## src/rtl/cpu_run_pkg.sv

```systemverilog
// cpu_run_pkg: shared types and defaults for the CPU run controller.
//   run_state_e      - controller state encoding (HOLD, IDLE, RUN, DONE)
//   DEF_RST_CYCLES   - default reset-stretch length in cycles
//   DEF_TIMEOUT      - default watchdog limit in run cycles (0 disables)
package cpu_run_pkg;

    typedef enum logic [1:0] {
        HOLD = 2'd0,
        IDLE = 2'd1,
        RUN  = 2'd2,
        DONE = 2'd3
    } run_state_e;

    localparam int DEF_RST_CYCLES = 4;
    localparam int DEF_TIMEOUT    = 10000;

endpackage

```

## src/rtl/rst_stretch.sv

```systemverilog
// rst_stretch: hold counter plus registered reset generation.
// The counter runs 0..RST_CYCLES-1 while cnt_en is high and wraps to 0 after
// the last count, so the next stretch always starts from zero. rst_out is the
// registered copy of rst_nxt fanned out to WIDTH bits; it is all 1s in reset.
// Ports:
//   clk       in   clock, rising edge
//   rst       in   synchronous active-high reset
//   cnt_en    in   advance the hold counter this cycle
//   cnt_clr   in   force the hold counter back to 0
//   rst_nxt   in   reset level to present on rst_out after this edge
//   cnt_last  out  hold counter is at RST_CYCLES-1 (combinational)
//   rst_out   out  registered reset, WIDTH bits, active-high
module rst_stretch #(
    parameter int WIDTH      = 1,
    parameter int RST_CYCLES = 4
) (
    input  logic             clk,
    input  logic             rst,
    input  logic             cnt_en,
    input  logic             cnt_clr,
    input  logic             rst_nxt,
    output logic             cnt_last,
    output logic [WIDTH-1:0] rst_out
);

    localparam int              HC_W    = (RST_CYCLES > 1) ? $clog2(RST_CYCLES) : 1;
    localparam logic [HC_W-1:0] HC_LAST = HC_W'(RST_CYCLES - 1);
    localparam logic [HC_W-1:0] HC_ONE  = HC_W'(1);

    logic [HC_W-1:0] hold_cnt_r;
    logic [HC_W-1:0] hold_cnt_nxt_s;

    assign cnt_last = (hold_cnt_r == HC_LAST);

    // Next hold count: clear wins, otherwise count and wrap on the last value.
    always_comb begin
        hold_cnt_nxt_s = hold_cnt_r;
        if (cnt_clr) begin
            hold_cnt_nxt_s = {HC_W{1'b0}};
        end else if (cnt_en) begin
            if (cnt_last) begin
                hold_cnt_nxt_s = {HC_W{1'b0}};
            end else begin
                hold_cnt_nxt_s = hold_cnt_r + HC_ONE;
            end
        end else begin
            hold_cnt_nxt_s = hold_cnt_r;
        end
    end

    // Hold counter and registered reset outputs.
    always_ff @(posedge clk) begin
        if (rst) begin
            hold_cnt_r <= {HC_W{1'b0}};
            rst_out    <= {WIDTH{1'b1}};
        end else begin
            hold_cnt_r <= hold_cnt_nxt_s;
            rst_out    <= {WIDTH{rst_nxt}};
        end
    end

endmodule

```

## src/rtl/cpu_run_ctrl.sv

```systemverilog
// cpu_run_ctrl: run controller for N_CORES CPU cores.
// Stretches reset to the cores, starts them automatically or on a start pulse,
// counts run cycles and ends the run when every core has been seen halted or
// when the watchdog expires. All outputs are registered.
// Optional feature (macro RUN_CTRL_DUMP_EN): on entry to DONE, walk dump_addr
// 0..DUMP_DEPTH-1 with dump_valid high, one address per cycle.
// Ports:
//   clk          in   clock, rising edge
//   rst          in   synchronous active-high reset, overrides everything
//   start        in   pulse: leave IDLE, or restart from DONE
//   core_halt    in   per-core halt level, only looked at in RUN
//   core_rst     out  per-core active-high reset
//   running      out  high in RUN
//   done         out  high in DONE
//   timeout      out  run ended by the watchdog (valid in DONE)
//   halted_mask  out  sticky record of cores seen halted this run
//   cycle_count  out  run cycles elapsed, saturating
//   dump_valid   out  (RUN_CTRL_DUMP_EN only) dump address valid
//   dump_addr    out  (RUN_CTRL_DUMP_EN only) current dump address
module cpu_run_ctrl
    import cpu_run_pkg::*;
#(
    parameter int N_CORES    = 1,
    parameter int RST_CYCLES = DEF_RST_CYCLES,
    parameter int CNT_W      = 32,
    parameter int TIMEOUT    = DEF_TIMEOUT,
    parameter int AUTO_START = 1,
    parameter int DUMP_DEPTH = 32
) (
    input  logic               clk,
    input  logic               rst,
    input  logic               start,
    input  logic [N_CORES-1:0] core_halt,
    output logic [N_CORES-1:0] core_rst,
    output logic               running,
    output logic               done,
    output logic               timeout,
    output logic [N_CORES-1:0] halted_mask,
    output logic [CNT_W-1:0]   cycle_count
`ifdef RUN_CTRL_DUMP_EN
    ,
    output logic                          dump_valid,
    output logic [$clog2(DUMP_DEPTH)-1:0] dump_addr
`endif
);

    // Parameter sanity checks, resolved at elaboration.
    if (N_CORES < 1 || N_CORES > 8) begin : g_bad_cores
        $error("cpu_run_ctrl: N_CORES must be in 1..8");
    end
    if (RST_CYCLES < 1) begin : g_bad_rst_cycles
        $error("cpu_run_ctrl: RST_CYCLES must be at least 1");
    end
    if (DUMP_DEPTH < 2 || (DUMP_DEPTH & (DUMP_DEPTH - 1)) != 0) begin : g_bad_dump_depth
        $error("cpu_run_ctrl: DUMP_DEPTH must be a power of two, at least 2");
    end

    // The watchdog compares the incremented count one bit wider than the
    // counter, so a limit of exactly 2**CNT_W is still reachable. Limits that
    // cannot be represented at all simply never fire.
    localparam logic             WDOG_EN  = (TIMEOUT > 0) && ($clog2(TIMEOUT + 1) <= CNT_W + 1);
    localparam logic [CNT_W:0]   WDOG_LIM = (CNT_W + 1)'(TIMEOUT);
    localparam logic [CNT_W:0]   CNT_ONE  = (CNT_W + 1)'(1);

    run_state_e          state_r;
    run_state_e          state_nxt_s;
    logic                running_r;
    logic                done_r;
    logic                timeout_r;
    logic                timeout_nxt_s;
    logic [N_CORES-1:0]  mask_r;
    logic [N_CORES-1:0]  mask_nxt_s;
    logic [CNT_W-1:0]    count_r;
    logic [CNT_W-1:0]    count_nxt_s;
    logic [CNT_W:0]      cnt_inc_s;
    logic [CNT_W-1:0]    cnt_sat_s;
    logic                wdog_hit_s;
    logic                hold_en_s;
    logic                hold_clr_s;
    logic                hold_last_s;

    assign cnt_inc_s  = {1'b0, count_r} + CNT_ONE;
    assign cnt_sat_s  = (&count_r) ? count_r : cnt_inc_s[CNT_W-1:0];
    assign wdog_hit_s = WDOG_EN && (cnt_inc_s == WDOG_LIM);

    // Next-state and next-register logic for the run FSM.
    always_comb begin
        state_nxt_s   = state_r;
        count_nxt_s   = count_r;
        mask_nxt_s    = mask_r;
        timeout_nxt_s = timeout_r;
        hold_en_s     = 1'b0;
        hold_clr_s    = 1'b0;
        case (state_r)
            HOLD: begin
                hold_en_s = 1'b1;
                if (hold_last_s) begin
                    state_nxt_s = (AUTO_START != 0) ? RUN : IDLE;
                end else begin
                    state_nxt_s = HOLD;
                end
            end
            IDLE: begin
                if (start) begin
                    state_nxt_s = RUN;
                end else begin
                    state_nxt_s = IDLE;
                end
            end
            RUN: begin
                count_nxt_s = cnt_sat_s;
                mask_nxt_s  = mask_r | core_halt;
                // All-halted is tested first so it wins over a same-edge timeout.
                if (&mask_nxt_s) begin
                    state_nxt_s   = DONE;
                    timeout_nxt_s = 1'b0;
                end else if (wdog_hit_s) begin
                    state_nxt_s   = DONE;
                    timeout_nxt_s = 1'b1;
                end else begin
                    state_nxt_s = RUN;
                end
            end
            DONE: begin
                if (start) begin
                    state_nxt_s   = HOLD;
                    count_nxt_s   = {CNT_W{1'b0}};
                    mask_nxt_s    = {N_CORES{1'b0}};
                    timeout_nxt_s = 1'b0;
                    hold_clr_s    = 1'b1;
                end else begin
                    state_nxt_s = DONE;
                end
            end
            default: begin
                state_nxt_s   = HOLD;
                count_nxt_s   = {CNT_W{1'b0}};
                mask_nxt_s    = {N_CORES{1'b0}};
                timeout_nxt_s = 1'b0;
                hold_clr_s    = 1'b1;
            end
        endcase
    end

    // FSM state, counters and status outputs, all registered from next values.
    always_ff @(posedge clk) begin
        if (rst) begin
            state_r   <= HOLD;
            running_r <= 1'b0;
            done_r    <= 1'b0;
            timeout_r <= 1'b0;
            mask_r    <= {N_CORES{1'b0}};
            count_r   <= {CNT_W{1'b0}};
        end else begin
            state_r   <= state_nxt_s;
            running_r <= (state_nxt_s == RUN);
            done_r    <= (state_nxt_s == DONE);
            timeout_r <= timeout_nxt_s;
            mask_r    <= mask_nxt_s;
            count_r   <= count_nxt_s;
        end
    end

    // Cores are held in reset in every state except RUN.
    rst_stretch #(
        .WIDTH      (N_CORES),
        .RST_CYCLES (RST_CYCLES)
    ) u_rst_stretch (
        .clk      (clk),
        .rst      (rst),
        .cnt_en   (hold_en_s),
        .cnt_clr  (hold_clr_s),
        .rst_nxt  (state_nxt_s != RUN),
        .cnt_last (hold_last_s),
        .rst_out  (core_rst)
    );

    assign running     = running_r;
    assign done        = done_r;
    assign timeout     = timeout_r;
    assign halted_mask = mask_r;
    assign cycle_count = count_r;

`ifdef RUN_CTRL_DUMP_EN
    localparam int              DA_W    = $clog2(DUMP_DEPTH);
    localparam logic [DA_W-1:0] DA_LAST = DA_W'(DUMP_DEPTH - 1);
    localparam logic [DA_W-1:0] DA_ONE  = DA_W'(1);

    logic            dump_valid_r;
    logic            dump_valid_nxt_s;
    logic [DA_W-1:0] dump_addr_r;
    logic [DA_W-1:0] dump_addr_nxt_s;

    // Dump walker: start at 0 on entry to DONE, step while DONE is held,
    // drop out after the last address or as soon as DONE is left.
    always_comb begin
        dump_valid_nxt_s = 1'b0;
        dump_addr_nxt_s  = {DA_W{1'b0}};
        if (state_r == RUN && state_nxt_s == DONE) begin
            dump_valid_nxt_s = 1'b1;
            dump_addr_nxt_s  = {DA_W{1'b0}};
        end else if (dump_valid_r && state_nxt_s == DONE && dump_addr_r != DA_LAST) begin
            dump_valid_nxt_s = 1'b1;
            dump_addr_nxt_s  = dump_addr_r + DA_ONE;
        end else begin
            dump_valid_nxt_s = 1'b0;
            dump_addr_nxt_s  = {DA_W{1'b0}};
        end
    end

    // Dump walker registers.
    always_ff @(posedge clk) begin
        if (rst) begin
            dump_valid_r <= 1'b0;
            dump_addr_r  <= {DA_W{1'b0}};
        end else begin
            dump_valid_r <= dump_valid_nxt_s;
            dump_addr_r  <= dump_addr_nxt_s;
        end
    end

    assign dump_valid = dump_valid_r;
    assign dump_addr  = dump_addr_r;
`endif

endmodule

```

## config.mk

```make
export PLATFORM = sky130hd
export DESIGN_NAME = cpu_run_ctrl
export DESIGN_NICKNAME = d
export VERILOG_FILES = /design/src/rtl/cpu_run_pkg.sv /design/src/rtl/rst_stretch.sv /design/src/rtl/cpu_run_ctrl.sv
export SDC_FILE = /design/constraint.sdc
export NUM_CORES = 1
export LEC_CHECK = 0
export ABC_AREA = 1
export BUFFER_PORTS_ARGS = -buffer_cell sky130_fd_sc_hd__buf_2
export CELL_PAD_IN_SITES_DETAIL_PLACEMENT = 1
export CELL_PAD_IN_SITES_GLOBAL_PLACEMENT = 1
export CORE_MARGIN = 2
export CORE_UTILIZATION = 43
export CTS_BUF_LIST = sky130_fd_sc_hd__clkbuf_16
export DETAILED_ROUTE_END_ITERATION = 10
export PLACE_DENSITY_LB_ADDON = 0.1
export SYNTH_ARGS = -nofsm -noshare
export SYNTH_HDL_FRONTEND = slang
export SYNTH_SLANG_ARGS = --single-unit
```

## constraint.sdc

```tcl
create_clock -name clk -period 4.1 [get_ports clk]
set_input_delay 0 -clock clk [delete_from_list [all_inputs] [get_ports clk]]
set_output_delay 0 -clock clk [all_outputs]
set_load 0.02 [all_outputs]
```

==> metrics.md <==
| Metric | Value |
|---|---|
| Least-Margin Pin Slew | 804 ps |
| Die area | 7120 um^2 |
| Reg2reg setup slack | 1520 ps |
| RSZ-0062 raised after global routing | false |
| Final wirelength | 8.71 mm |
| Post-Syn Instances | 438 |
| Largest net degree at the start of global routing | 54 |
| Routed vias | 2992 |
| Antenna violations before repair | 0 |
| Peak VDD IR | 308 uV |
| Minimum clock period | 2580 ps |
| TNS Setup | 0 ps |
| Global-route wire length before repair | 14.6 mm |
| P&R area growth vs syn | 13.2% |
| Die extent in x | 84.4 um |
| Endpoint type of the worst setup path | register |
| Psw | 594 uW |
| Most common cell in the netlist | nand2_1 |
| Cell leakage power | 1.32 nW |
| N_diodes | 0 |
| Top cells by area, synth | dfxtp_1 (30%), nand2_1 (20%), nor2_1 (8.0%) |
| Gpl congestion | 0.792 |
| Run status | finished, final reports clean |
| Async SR Flop Fraction | 0% |
| Max incr delay on CP | 520 ps |
| Fin nets | 480 |
| DP Wirelength | 6.59 mm |
| Max Fclk | 0.387 GHz |
| Setup slack after layout | 1520 ps |
| DRC viols | 0 |
| EDFF count, synth | 0 |
| Clock power frac | 27.1% |
| Initial core utilization | 44.0% |
| Sw Share | 41.0% |
| CTS Root Cell | clkbuf_16 |
| Pwr Density | 461 nW/um^2 |
| Post-synth top area share | 29.6% |
| Total of cells resized after clock tree synthesis | 0 |
| Cell taking the most area after synthesis | dfxtp_1 |
| Slowest CP cell | nand2_4 |
| CTS tree | built |
| Synthesized area | 2780 um^2 |
| Hold Buf Count CTS | 0 |
| Synthesized flop and latch total | 41 |
| Global route overflow | 0 |
| H-tree depth | 2 |
| Crit start category | register |
| Final hold slack | 112 ps |
| CTS Buffer Depth | 2 |
| Synth Flop Type | dfxtp_1 |
| IO Port Bufs | 40 |
| Slew Limit Headroom | 46.4% |
| Routed vias/inst | 5.42 |
| Postcts setup bufs | 0 |
| CP required | 4220 ps |
| Worst Path Arrival | 2710 ps |
| Part of the power in registers | 38.5% |
| Routed Antenna Nets | 0 |
| Post-DP Area | 3000 um^2 |
| Synth Warn # | 0 |
| Syn Area/Cell | 6.34 um^2 |
| Share of layout cells above drive strength 1 | 18.9% |
| Fillers | 888 |
| Setup Slack @ Placement | 1530 ps |
| Critical path peak fanout | 53 |
| Average wire per standard cell | 15.8 um |
| Syn nets | 444 |
| CTS sink count | 41 |
| Max cap viols | 0 |
| Tot GR Track Use | 25.4% |
| Design area | 3140 um^2 |
| Clk slew on worst S/H paths | 60 ps |
| Period utilization | 63.0% |
| Yosys cell types | 30 |
| Register area share after synthesis | 29.6% |
| DR pass1 iterations | 4 |
| Clk_lat worst skew | 290 ps |
| Final hold vios | 0 |
| CTS Buf Count | 5 |
| Crit-path cells | ha_1, nand2_2, nor2_4, nand2_4, inv_2, nand2_1, nor2_2, nand4_2, nand2_4, inv_2, nand2_1, a211oi_2 |
| Vias in the first global route | 2971 |
| Kind of critical path | reg2reg |
| IO Count | 41 |
| P_int | 856 uW |
| Setup violations, final | 0 |
| DIE HEIGHT | 84.4 um |
| Commonest cells in the netlist | nand2_1 (150), nor2_1 (59), dfxtp_1 (41) |
| Hold WC Path Type | in2reg |
| Comb pwr share | 34.4% |
| Core area | 6310 um^2 |
| Row cnt | 29 |
| Detailed router's first-iteration violation count | 174 |
| Final Skew | 8.95 ps |
| Slew Limit Fails | 0 |
[registers in the layout (all words and copies together), names as in the netlist]
signal                    count
u_rst_stretch.hold_cnt_r      2
halted_mask                   1
timeout                       1
cycle_count                  32
u_rst_stretch.rst_out         1
state_r                       2
done                          1
running                       1
[per-stage QoR]
step	utilization (%)	instances	total power, mW
after floorplan	-	438	0.939
after global routing	49.8	552	1.54
after detailed placement	47.5	544	1.07
after global placement	47.5	544	1.05
final	49.8	552	1.45
after CTS	49.8	552	1.46
[layout by cell type, fill, tap and decap left out, types with 3 or more instances in the layout]
cell type	count
dfxtp_1	41
inv_1	39
nand2_2	4
nor2_4	5
nand3b_1	8
a211oi_2	16
nand4_1	5
nor2_1	59
clkbuf_16	5
nand2_1	150
buf_2	40
nor2_2	8
a21oi_1	35
a211oi_1	3
nand3_1	29
nand2_4	3
o21ai_0	6
[final cells by class]
cell class	count	area (um^2)	share of cell area [%]
multi-input combinational	344	1720	54.8
tap	77	96.3	3.07
sequential	41	821	26.1
clock buffer	5	125	3.98
clock inverter	3	17.5	0.557
inverter	41	154	4.90
timing repair buffer	41	208	6.61
[per-layer routing]
| metal | vias up | track usage (%) | part of all wire (%) |
|---|---|---|---|
| met2 | 60 | 44.7 | 48 |
| met1 | 1429 | 34.1 | 47 |
| met4 | 0 | 4.62 | 0.62 |
| met5 | - | 0 | 0 |
| li1 | 1497 | - | - |
| met3 | 6 | 2.65 | 4.1 |
[worst max-delay path, delay by kind of cell (launching register included)]
kind	cells	cell delay, ps
DFF	1	400
AOI/OAI and AO/OA	1	80
buffers and inverters	2	370
and+or+nand+nor	8	1340
adders and majority gates	1	240
[cells by family after synthesis]
family | synth area share, %
xor+xnor | 0.316
simple gates | 44.5
fa+ha+maj | 0.901
buf+inv | 8.43
flops | 29.6
compound gates | 16.3
[final timing paths]
check | end | depth (start not counted) | startpoint
max | cycle_count[2] | 12 | cycle_count[1]
min | halted_mask | 4 | start
max reg2reg | cycle_count[2] | 12 | cycle_count[1]
min reg2reg | u_rst_stretch.hold_cnt_r[1] | 2 | u_rst_stretch.hold_cnt_r[1]
[power groups by stage]
stage	logic, mW	registers [mW]	clock network [mW]
2_1_floorplan	0.320	0.619	0
3_3_place_gp	0.488	0.562	0
3_5_place_dp	0.500	0.565	0
4_1_cts	0.502	0.557	0.397
5_1_grt	0.556	0.570	0.409
6_report	0.499	0.558	0.393
Note: power is estimated with default switching activity, not from simulation.
